`src/rtl/counter_ctrl_pkg.sv`:
```
// Shared types and defaults for the counter sequencing controller.
// Holds the FSM state encoding, command op codes and default widths.
package counter_ctrl_pkg;

  localparam int WIDTH_DEF      = 8;
  localparam int PRESCALE_W_DEF = 4;

  typedef enum logic [1:0] {
    ST_IDLE  = 2'd0,
    ST_RUN   = 2'd1,
    ST_PAUSE = 2'd2,
    ST_DONE  = 2'd3
  } state_e;

  typedef enum logic [1:0] {
    OP_START = 2'd0,
    OP_STOP  = 2'd1,
    OP_LOAD  = 2'd2,
    OP_CLEAR = 2'd3
  } op_e;

  // Ops that force the tick divider back to phase 0 (START only when it leaves a non-RUN state).
  function automatic logic op_restarts_prescaler(input op_e op, input logic running);
    logic r;
    r = 1'b0;
    case (op)
      OP_START: r = !running;
      OP_LOAD:  r = 1'b1;
      OP_CLEAR: r = 1'b1;
      default:  r = 1'b0;
    endcase
    return r;
  endfunction

endpackage

```
`src/rtl/counter_prescale.sv`:
```
// Tick divider: while enabled, emits one tick every (prescale+1) clock cycles.
// restart forces the phase counter back to 0 and overrides the enable.
module counter_prescale #(
  parameter int PRESCALE_W = 4
) (
  input  logic                  clk,
  input  logic                  reset,
  input  logic                  en,
  input  logic                  restart,
  input  logic [PRESCALE_W-1:0] prescale,
  output logic                  tick
);

  localparam logic [PRESCALE_W-1:0] PS_ONE = {{(PRESCALE_W-1){1'b0}}, 1'b1};

  logic [PRESCALE_W-1:0] cnt_q, cnt_d;

  assign tick = en && (cnt_q == prescale);

  always_comb begin
    cnt_d = cnt_q;
    if (restart) begin
      cnt_d = '0;
    end else if (tick) begin
      cnt_d = '0;
    end else if (en) begin
      cnt_d = cnt_q + PS_ONE;
    end
  end

  always_ff @(posedge clk or negedge reset) begin
    if (!reset) begin
      cnt_q <= '0;
    end else begin
      cnt_q <= cnt_d;
    end
  end

endmodule

```
`src/rtl/counter_ctrl.sv`:
```
// Sequencing controller for the up-counter: command handshake, RUN/PAUSE/DONE FSM,
// terminal-count detection (one-shot or periodic) and sticky status flags.
module counter_ctrl
  import counter_ctrl_pkg::*;
#(
  parameter int WIDTH      = WIDTH_DEF,
  parameter int PRESCALE_W = PRESCALE_W_DEF
) (
  input  logic                  clk,
  input  logic                  reset,
  input  logic                  cmd_valid,
  output logic                  cmd_ready,
  input  logic [1:0]            cmd_op,
  input  logic [WIDTH-1:0]      cmd_data,
  input  logic [WIDTH-1:0]      terminal,
  input  logic                  periodic,
  input  logic [PRESCALE_W-1:0] prescale,
  output logic [WIDTH-1:0]      count,
  output logic                  busy,
  output logic                  tc_pulse,
  output logic                  tc_flag,
  output logic                  overrun
);

  localparam logic [WIDTH-1:0] CNT_ONE = {{(WIDTH-1){1'b0}}, 1'b1};

  state_e           state_q, state_d;
  logic [WIDTH-1:0] count_q, count_d;
  logic             ready_q, ready_d;
  logic             pulse_q, pulse_d;
  logic             flag_q, flag_d;
  logic             ovr_q, ovr_d;

  logic             accept;
  logic             running;
  logic             restart;
  logic             tick;
  op_e              op;

  function automatic logic [WIDTH-1:0] count_inc(input logic [WIDTH-1:0] c);
    return c + CNT_ONE;
  endfunction

  assign op      = op_e'(cmd_op);
  assign accept  = cmd_valid && ready_q;
  assign running = (state_q == ST_RUN);
  assign restart = accept && op_restarts_prescaler(op, running);

  counter_prescale #(
    .PRESCALE_W (PRESCALE_W)
  ) u_prescale (
    .clk      (clk),
    .reset    (reset),
    .en       (running),
    .restart  (restart),
    .prescale (prescale),
    .tick     (tick)
  );

  // An accepted command owns the cycle; a coincident tick has no effect on count or flags.
  always_comb begin
    state_d = state_q;
    count_d = count_q;
    ready_d = !accept;
    pulse_d = 1'b0;
    flag_d  = flag_q;
    ovr_d   = ovr_q;

    if (accept) begin
      case (op)
        OP_START: begin
          if (!running) begin
            state_d = ST_RUN;
            flag_d  = 1'b0;
          end
        end
        OP_STOP: begin
          if (running) begin
            state_d = ST_PAUSE;
          end
        end
        OP_LOAD: begin
          count_d = cmd_data;
        end
        OP_CLEAR: begin
          count_d = '0;
          state_d = ST_IDLE;
          flag_d  = 1'b0;
          ovr_d   = 1'b0;
        end
        default: begin
          state_d = state_q;
        end
      endcase
    end else if (tick) begin
      if (count_q == terminal) begin
        pulse_d = 1'b1;
        flag_d  = 1'b1;
        ovr_d   = ovr_q || flag_q;
        if (periodic) begin
          count_d = '0;
        end else begin
          state_d = ST_DONE;
        end
      end else begin
        count_d = count_inc(count_q);
      end
    end

    case (state_q)
      ST_IDLE, ST_RUN, ST_PAUSE, ST_DONE: ;
      default: state_d = ST_IDLE;
    endcase
  end

  always_ff @(posedge clk or negedge reset) begin
    if (!reset) begin
      state_q <= ST_IDLE;
      count_q <= '0;
      ready_q <= 1'b1;
      pulse_q <= 1'b0;
      flag_q  <= 1'b0;
      ovr_q   <= 1'b0;
    end else begin
      state_q <= state_d;
      count_q <= count_d;
      ready_q <= ready_d;
      pulse_q <= pulse_d;
      flag_q  <= flag_d;
      ovr_q   <= ovr_d;
    end
  end

  assign cmd_ready = ready_q;
  assign count     = count_q;
  assign busy      = running;
  assign tc_pulse  = pulse_q;
  assign tc_flag   = flag_q;
  assign overrun   = ovr_q;

endmodule

```
`config.mk`:
```
export PLATFORM = sky130hd
export DESIGN_NAME = counter_ctrl
export DESIGN_NICKNAME = d
export VERILOG_FILES = /design/src/rtl/counter_ctrl_pkg.sv /design/src/rtl/counter_prescale.sv /design/src/rtl/counter_ctrl.sv
export SDC_FILE = /design/constraint.sdc
export NUM_CORES = 1
export LEC_CHECK = 0
export ABC_AREA = 1
export ABC_CLOCK_PERIOD_IN_PS = 1400
export CAP_MARGIN = 10
export CELL_PAD_IN_SITES_DETAIL_PLACEMENT = 1
export CELL_PAD_IN_SITES_GLOBAL_PLACEMENT = 1
export CORE_MARGIN = 4
export CORE_UTILIZATION = 30
export CTS_CLUSTER_DIAMETER = 60
export CTS_CLUSTER_SIZE = 40
export DETAILED_ROUTE_END_ITERATION = 7
export MAX_ROUTING_LAYER = met4
export PLACE_DENSITY = 0.76
export SYNTH_ARGS = -nofsm -noshare
export SYNTH_HDL_FRONTEND = slang
export SYNTH_SLANG_ARGS = --single-unit
export TNS_END_PERCENT = 10
```
`constraint.sdc`:
```
create_clock -name clk -period 1.4 [get_ports clk]
set_clock_uncertainty 0.05 [all_clocks]
set_input_delay 0.28 -clock clk [delete_from_list [all_inputs] [get_ports clk]]
set_output_delay 0.28 -clock clk [all_outputs]
set_load 0.02 [all_outputs]
```
==> run summary <==
On the worst path, the slowest cell contributes a delay of 460 ps. The tools report the DRC violations left as 0. The power per unit of standard cell area was 1400 nW/um^2.

The count of nets left with antenna violations once routing finished came out at 0. Met1 usage in global routing: 19.1%. Sorting the synthesized cells by area gives the leading types as dfrtp_1 31%, nand2_1 21%, inv_1 5.1%. After synthesis, the largest family of logic cells by area is simple AND/OR/NAND/NOR gates. The logs give -145 ps for the smallest setup slack after layout and 487 uV for the largest vdd supply drop. For this design, the CTS-stage hold fixing added 0 buffers. Each instance of the synthesized netlist takes up on average 7.12 sq um. The total congestion overflow is 0, and the chip width is 76.0 um.

The synthesized design spends more area on one cell type than any other, namely dfrtp_1. Number of distinct library cells after synthesis: 29. In this run the clock root is driven by a clkbuf_8.

For this run, the number of Yosys warnings is 0. Relative to the synthesized area, the layout overhead comes to 58.3%. The tools report the half-perimeter wire length after placement as 3280 um. Once layout is complete, the cells apart from fillers number 319.

Of the synthesized area, sequential elements account for 32.5%. The analysis attributes to cell leakage a power of 1.15 nW. The congestion estimate from routability-driven global placement came to 0.760. At the worst endpoint, the required time is 1510 ps. The count of buffers added on input and output ports is 38.

For the worst setup path, the data arrival time is 1660 ps. The worst register-to-register path begins at count[0]$_DFFE_PN0P_. Global routing consumed, on the met3 layer, 2.13% of the routing resources.

Total power draw: 3.09 mW. Endpoint kind of the worst setup timing path: a register. The tools report the setup TNS as -1460 ps. The total buffers and inverters traversed by the critical path was 0; the relative slew slack was 79.3%.

For the area enclosed by the die boundary, the log shows 5780 sq um. After global routing, the most crowded layer is met2. At the pin with the least slew margin, the transition time is 308 ps. OpenSTA, run right after detailed placement, puts the worst setup slack at -435 ps. The I/O pin count is 39. Worst setup path startpoint: count[0]$_DFFE_PN0P_. The first detailed-routing pass ran for 4 iterations. The count of maximum capacitance violations is 0. Setup repair after global routing could not meet its margin everywhere.

The synthesized design contains 18 register bits. The logs give 195 for the gate count of the mapped netlist and 2 for the maximum clock path buffer count. The total number of vias was 1505. The total area inside the core boundary comes to 4410 sq um. The first global-routing pass estimated 7170 um of wire. The slowest stage of the critical path belongs to the cell dfrtp_2.

The number of antenna violations at the first check in global routing came out at 0. The critical path is of the register to register type. Ratio of cells with drive above 1 in the final layout: 29.6%. The logs give 24 for the row count and 260 ps for the clock insertion delay at the later pin of the skew report.

After the first detailed-routing iteration, the DRC count stood at 34. 0 antenna diodes ended up in the layout. TritonCTS built the clock tree. The count of final max-slew check failures came out at 0. The final critical delay including setup and external delays is 1540 ps.

The tools report the number of global-route vias before repair as 1487. The post-synthesis simple-gate area fraction was 44.6%. The routed wirelength normalized by instance count works out to 14.1 um. The logs give 1 for the H-tree depth and 309 for the number of cells in the design after placement.

For the global routing usage on met2, the log shows 25.1%. Walking the worst path, the cells encountered are xnor2_1, nand2_1, nor2_4, nand2_4, nand2_4, nand3_1, nand2_1, nand2_1. The net count of the finished layout is 296.

Along the worst path, the maximum fanout reaches 10. The flow ran to the end, but the final reports show violations. The final reports fail on negative setup slack. The tools report the final-report hold violation count as 0.

The routed design has 4490 um of wire. The cell area after synthesis was 1390 sq um; the synthesized netlist net count was 223. Of the available clock period, the critical path in the final layout requires 110%. The portion of synthesized area spent on multiplexers is 0.721%.

The synthesized netlist devotes 4.50% of its cell area to compound gates. After Yosys synthesis, full adders, half adders and majority gates account for 1.80% of the synthesized area. Of the total synthesized cell area, the portion taken by XOR and XNOR cells is 8.20%. The top-area cell type share of the netlist area was 30.6%. The worst setup path is launched from a register.

For this run, the total global-route usage over all layers was measured as 15.4%. Setup violations remaining at the end of the flow were counted as 14. Path category of the worst min-delay check: input pin to asynchronous set/reset pin. After detailed routing, the number of vias per cell comes to 4.72.

The family with the most delay on the worst path was simple AND/OR/NAND/NOR gates. In this design, the critical path's most frequently occurring cell is nand2_1. Starting utilization of the core area: 31.5%. The tree built by TritonCTS fans out to 18 sinks. Clock transition at the registers of the reported paths: 70 ps. Entering global routing, the biggest net connects 19 pins.

Buffers inserted during clock tree synthesis total 3. The fmax is 647 MHz, and the layout filler cell count is 558. The die is 76.0 um tall.
layer usage:
metal / vias to the layer above / part of all wire [%]
met2: 26 / 52
li1: 767 / -
met3: 9 / 2.9
met1: 703 / 42
met5: - / 0
met4: 0 / 2.5
state kept, by name (all words and copies together), names as in the netlist:
name and cells:
state_q 2, overrun 1, cmd_ready 1, u_prescale.cnt_q 4, tc_pulse 1, tc_flag 1
count 8
area by class of cell:
type / count / area, sq um / area share [%]
inverter: 21 / 83.8 / 3.81
sequential: 18 / 457 / 20.8
clock buffer: 4 / 55.1 / 2.50
multi-input combinational: 151 / 910 / 41.4
timing repair buffer: 73 / 628 / 28.6
tap: 52 / 65.1 / 2.96
report_power, final:
group	internal, mW	total [mW]	switching [mW]
combinational	0.843	1.77	0.923
clock	0.251	0.444	0.194
sequential	0.695	0.875	0.180
final timing paths:
check                                        to  slack (ps)  depth (start not counted)
max                         tc_flag$_DFFE_PN0P_        -140                          8
min                        count[0]$_DFFE_PN0P_         310                          2
min in group clk            tc_flag$_DFFE_PN0P_         470                          2
max in group asynchronous   cmd_ready$_DFF_PN1_         720                          2
min reg2reg                 tc_flag$_DFFE_PN0P_         470                          2
max reg2reg                 tc_flag$_DFFE_PN0P_        -140                          8
cells in the final DEF, fill, tap and decap left out, drive strengths merged:
cell type | netlist | final
dlymetal6s2s | 0 | 2
dfrtp | 17 | 17
o22ai | 1 | 1
nor3 | 1 | 1
a21oi | 1 | 1
nor2 | 14 | 14
nand2 | 85 | 85
nand4 | 8 | 8
dlygate4sd2 | 0 | 9
o21ai | 4 | 4
clkbuf | 0 | 5
xor2 | 5 | 5
buf | 5 | 37
nand3b | 4 | 4
mux2i | 1 | 1
xnor2 | 8 | 8
nand3 | 15 | 15
ha | 2 | 2
dfstp | 1 | 1
a22oi | 1 | 1
clkdlybuf4s50 | 0 | 23
clkinv | 1 | 1
o21bai | 1 | 1
clkdlybuf4s15 | 0 | 1
inv | 20 | 20
cells in the mapped netlist:
library cell and n:
ha_1 2, clkinv_2 1, nand3_4 1, dfrtp_1 17, xor2_1 5, a21oi_4 1, nor2_4 3, nand2_2 2
nand2_1 78, dfstp_2 1, mux2i_1 1, inv_1 19, xnor2_1 8, inv_2 1, buf_2 3, o21bai_1 1
nor3_1 1, a22oi_2 1, buf_4 1, nand4_1 8, nand3_1 13, nand3b_1 4, o21ai_0 4, nand2_4 5
buf_1 1, o22ai_1 1, nor2_2 2, nand3_2 1, nor2_1 9
per-stage QoR:
stage          instance area [sq um]  hold WS [ps]  utilization [%]
3_5_place_dp                    2060           457             46.6
4_1_cts                         2110           320             47.7
6_report                        2200           309             49.8
5_1_grt                         2200           325             49.8
3_3_place_gp                    2060           460             46.6
2_1_floorplan                   1440         -65.6                -
what timing repair did:
item / CTS / global route
setup endpoints to repair: 29 / 19
pin swaps: 4 / 10
gates resized for setup: 25 / 16
buffers inserted: 0 / 6
cell families (layout without fill, tap and decap cells):
family	Yosys count	count (layout)
AND/OR/NAND/NOR	127	127
buffers and inverters	26	98
flip-flops	18	18
XOR/XNOR	13	13
AO/OA/AOI/OAI	8	8
adder cells (fa/ha/maj)	2	2
multiplexers	1	1
worst reg2reg max path: stages, from the launching register on:
cell and delay [ps]:
dfrtp_2 460, xnor2_1 190, nand2_1 140, nor2_4 160
nand2_4 120, nand2_4 130, nand3_1 90, nand2_1 70
nand2_1 40
No activity file was read; power rests on OpenSTA's default activity.
==> patch 1, RTL diff (config.mk and constraints unchanged) <==
The 4 states of `state_e` get a Gray code encoding in 2 bits.
--- a/src/rtl/counter_ctrl_pkg.sv
+++ b/src/rtl/counter_ctrl_pkg.sv
@@ -6,10 +6,10 @@
   localparam int PRESCALE_W_DEF = 4;
 
   typedef enum logic [1:0] {
-    ST_IDLE  = 2'd0,
-    ST_RUN   = 2'd1,
-    ST_PAUSE = 2'd2,
-    ST_DONE  = 2'd3
+    ST_IDLE  = 2'b00,
+    ST_RUN   = 2'b01,
+    ST_PAUSE = 2'b11,
+    ST_DONE  = 2'b10
   } state_e;
 
   typedef enum logic [1:0] {
Check against the original RTL: no difference found for any inputs over 10 cycles, from zero or initial values and one cycle with reset low; not proved beyond that.
==> patch 1 against the unedited design <==
  * The run still ends with setup timing left
  * Setup slack better by 0.016 ns
  * Synthesized area is 0.72% higher
  * Final area is 0.80% higher
  * Sequential power is 6.5% lower
  * Count of clock-buffer cells in the layout stayed put
  * Routed wire length is 1.7% lower
  * Sequential cell count stayed put
  * Synthesized cell count is 0.51% lower
  * Die area is 0.65% higher
  * Worst hold slack worse by 0.0024 ns
  * Power is 15% lower
  * Critical path type is now in2reg
  * Highest routed layer unchanged
==> patch 1: results (changes against the unedited design) <==
GRT
  • Met2 GRT Util: 0.273 (was 0.251)
  • Met3 Usage GRT: 0.0142 (was 0.0213)
  • First-pass GRT wire length: 7.18 mm (was 7.17 mm)
  • Aggregate global-route resource usage: 0.153 (was 0.154)
  • GRT met1 Usage: 0.182 (was 0.191)
  • Vias in the first global route: 1,560 (was 1,487)
  • Initial antenna violation count: 0 (unchanged)

Yosys
  • Most frequent cells after synthesis: nand2_1 (78), inv_1 (18), dfrtp_1 (17) (was nand2_1 (78), inv_1 (19), dfrtp_1 (17))
  • Ys async rst share: 1.00 (unchanged)
  • Register area share after synthesis: 0.323 (was 0.325)
  • Area contributors post-synth: dfrtp_1 (30%), nand2_1 (21%), xnor2_1 (5.0%) (was dfrtp_1 (31%), nand2_1 (21%), inv_1 (5.1%))
  • Synth Warn #: 0 (unchanged)
  • Syn Nets: 222 (was 223)
  • Yosys cell types: 30 (was 29)

Drt
  • Initial DRC Count: 67 (was 34)
  • Met3 Wirelength: 151 um (was 128 um)
  • Vias per std cell: 4.76 (was 4.72)
  • First-pass DRT Iterations: 4 (unchanged)
  • Routed Antenna Nets: 0 (unchanged)
  • Detail Route met2 WL: 2.22 mm (was 2.35 mm)
  • Met1 Wirelength: 2.00 mm (was 1.90 mm)
  • WL final: 4.41 mm (was 4.49 mm)

Timing
  • Worst-Margin Slew: 0.339 ns (was 0.308 ns)
  • Setup TNS: -1.27 ns (was -1.46 ns)
  • # setup viols final: 15 (was 14)
  • Slack of the critical path: -0.129 ns (was -0.145 ns)

Place
  • GPL Wtd Cong: 0.797 (was 0.760)
  • Post-placement cell area: 2070 um^2 (was 2060 um^2)
  • Detailed placer's ending HPWL: 3.26 mm (was 3.28 mm)

CTS
  • CTS H-tree depth: 1 (unchanged)
  • Worst-path clk slew: 0.07 ns (about the same)
  • Postcts setup bufs: 0 (unchanged)
  • Resized cells post-CTS: 22 (was 25)
  • Root buffer cell: clkbuf_8 (unchanged)

Run status
  • Status: finished, violations left (unchanged)
  • Violated checks: setup timing (unchanged)

Setup path
  • Worst reg-to-reg path cell count: 6 (was 8)
  • RR Startpoint: count[0]$_DFFE_PN0P_ (unchanged)
  • Max FO, Critical Path: 5 (was 10)
  • Slowest CP cell: clkdlybuf4s50_1 (was dfrtp_2)
  • Worst path arrival time: 1.64 ns (was 1.66 ns)
  • Crit path launch: terminal[0] (was count[0]$_DFFE_PN0P_)

Power
  • Worst VDD drop: 0.495 mV (was 0.487 mV)
  • Leakage Power: 0.00118 uW (was 0.00115 uW)

Cells and area
  • Area Growth Syn to Fin: 58.4% (was 58.3%)
  • Max FFs per register: 8 (unchanged)
  • Ant diodes: 0 (unchanged)
  • Share of cells above drive strength 1: 0.308 (was 0.296)
  • Final #Nets: 289 (was 296)
[patch 1: final timing paths]
| kind | endpoint | slack, ns |
|---|---|---|
| min in group clk | state_q[0]$_DFFE_PN0P_ | 0.45 |
| worst max-delay path | tc_pulse$_DFF_PN0_ | -0.13 |
| worst max register to register | tc_pulse$_DFF_PN0_ | -0.12 |
| max in group asynchronous | cmd_ready$_DFF_PN1_ | 0.73 |
| worst min-delay path | count[6]$_DFFE_PN0P_ | 0.31 |
| worst min register to register | state_q[0]$_DFFE_PN0P_ | 0.45 |
[patch 1: cell families after synthesis]
kind of cell | Yosys count | synth area share
XOR/XNOR | 13 | 0.0814
adder cells (fa/ha/maj) | 2 | 0.0179
AO/OA/AOI/OAI | 8 | 0.0447
buffers and inverters | 26 | 0.0796
flip-flops | 18 | 0.323
AND/OR/NAND/NOR | 126 | 0.446
multiplexers | 1 | 0.00716
[patch 1: layout make-up]
cell class,instances,area [um^2]
Clock buffer,4,55.1
Fill cell,564,2230
Inverter,21,86.3
Multi-Input combinational cell,151,951
Sequential cell,18,459
Tap cell,52,65.1
Timing Repair Buffer,66,599
[patch 1: per-stage QoR]
| step | setup slack [ns] | cells |
|---|---|---|
| after detailed placement | -0.441 | 305 |
| after global routing | -0.211 | 312 |
| after global placement | -0.385 | 305 |
| after CTS | -0.120 | 309 |
| after floorplan | -0.0563 | 194 |
| final | -0.129 | 312 |
[patch 1: report_power, final]
| part | total (uW) | internal (uW) | leakage [uW] | switching [uW] |
|---|---|---|---|---|
| Clock | 437 | 250 | 0.0000288 | 187 |
| Sequential | 818 | 664 | 0.000224 | 155 |
| Combinational | 1350 | 625 | 0.000924 | 729 |
==> patch 2, RTL diff (config.mk and constraints unchanged) <==
Without the edit above. Set the package constant `PRESCALE_W_DEF` to 6 (it was 4).
--- a/src/rtl/counter_ctrl_pkg.sv
+++ b/src/rtl/counter_ctrl_pkg.sv
@@ -3,7 +3,7 @@
 package counter_ctrl_pkg;
 
   localparam int WIDTH_DEF      = 8;
-  localparam int PRESCALE_W_DEF = 4;
+  localparam int PRESCALE_W_DEF = 6;
 
   typedef enum logic [1:0] {
     ST_IDLE  = 2'd0,
Interface: changed (resized prescale); port bits go from 39 to 41. No check against the original RTL was run, so the function may have changed too.
==> patch 2 against the unedited design <==
  * The run still ends with setup timing left
  * Setup slack lost 0.062 ns
  * Maximum frequency shrank 3.9%
  * Routed wire length grew 23%
  * Final area increased by 14%
  * Sequential cell count increased by 2
  * Power rose by 5.4%
  * Synthesized area rose by 3.8%
  * Largest power group unchanged
==> patch 2: results (changes against the unedited design) <==
Run status
  • Status: finished, violations left (unchanged)
  • Violated checks: setup timing (unchanged)

Yosys
  • Post-Synthesis Mean Instance Area: 6.77 um^2 (was 7.12 um^2)
  • Area contributors post-synth: dfrtp_1 (33%), nand2_1 (20%), inv_1 (6.3%) (was dfrtp_1 (31%), nand2_1 (21%), inv_1 (5.1%))
  • Yosys cell types: 28 (was 29)
  • Register area share after synthesis: 0.348 (was 0.325)
  • Syn Nets: 243 (was 223)
  • Most frequent cells after synthesis: nand2_1 (75), inv_1 (24), dfrtp_1 (19) (was nand2_1 (78), inv_1 (19), dfrtp_1 (17))

CTS
  • Postcts setup bufs: 6 (was 0)
  • Worst-path clk slew: 0.09 ns (was 0.07 ns)
  • Longest Clk Path Bufs: 2 (unchanged)
  • Resized cells post-CTS: 56 (was 25)

Place
  • Detailed placer's ending HPWL: 3.74 mm (was 3.28 mm)
  • Setup WS pre-CTS: -0.544 ns (was -0.435 ns)
  • Placed cell count: 349 (was 309)
  • Post-placement cell area: 2260 um^2 (was 2060 um^2)
  • GPL Wtd Cong: 0.825 (was 0.760)
  • Number of buffers added on ports: 40 (was 38)

Setup path
  • Worst reg-to-reg path cell count: 11 (was 8)
  • Max FO, Critical Path: 5 (was 10)
  • RR Endpoint: count[7]$_DFFE_PN0P_ (was tc_flag$_DFFE_PN0P_)
  • Worst path arrival time: 1.72 ns (was 1.66 ns)
  • Slowest CP cell: dfrtp_1 (was dfrtp_2)

Cells and area
  • Post-Layout Cell Count: 363 (was 319)
  • Filler instances: 573 (was 558)
  • Share of cells above drive strength 1: 0.379 (was 0.296)

Power
  • Leakage Power: 0.00127 uW (was 0.00115 uW)
  • Combinational share of power: 0.541 (was 0.572)
  • P_seq: 873 uW (was 875 uW)
  • Power Dens Cells: 1300 nW/um^2 (was 1400 nW/um^2)
  • Worst VDD drop: 0.632 mV (was 0.487 mV)

Timing
  • Slack of the critical path: -0.207 ns (was -0.145 ns)
  • WHS: 0.312 ns (was 0.309 ns)
  • Setup TNS: -2.73 ns (was -1.46 ns)
  • # setup viols final: 20 (was 14)

Drt
  • Initial DRC Count: 67 (was 34)
  • Total vias in the final route: 1,756 (was 1,505)
  • WL final: 5.51 mm (was 4.49 mm)

GRT
  • Aggregate global-route resource usage: 0.196 (was 0.154)
  • Largest net degree at the start of global routing: 21 (was 19)
  • First-pass GRT wire length: 9.17 mm (was 7.17 mm)
  • Vias in the first global route: 1,980 (was 1,487)
-- patch 2: area by class of cell --
cell class	count	area share
Timing Repair Buffer	95	0.317
Multi-Input combinational cell	162	0.379
Tap cell	52	0.0260
Clock inverter	1	0.0120
Sequential cell	20	0.202
Inverter	30	0.0480
Clock buffer	3	0.0165
-- patch 2: routing by layer --
metal  vias up  GRT usage  wire [um]
met1       840      0.226       2290
met5         -          -          0
met3        10     0.0258        192
li1        859          -          -
met2        47      0.344       2930
met4         0     0.0801        106
-- patch 2: logic make-up (layout without fill, tap and decap cells) --
group,Yosys count,after routing,share of synthesized area
DFF,20,20,0.348
AOI/OAI and AO/OA,22,22,0.0816
and+or+nand+nor,125,126,0.389
xor gates and xnor gates,12,12,0.0729
buffers and inverters,32,129,0.0911
adders and majority gates,2,2,0.0174
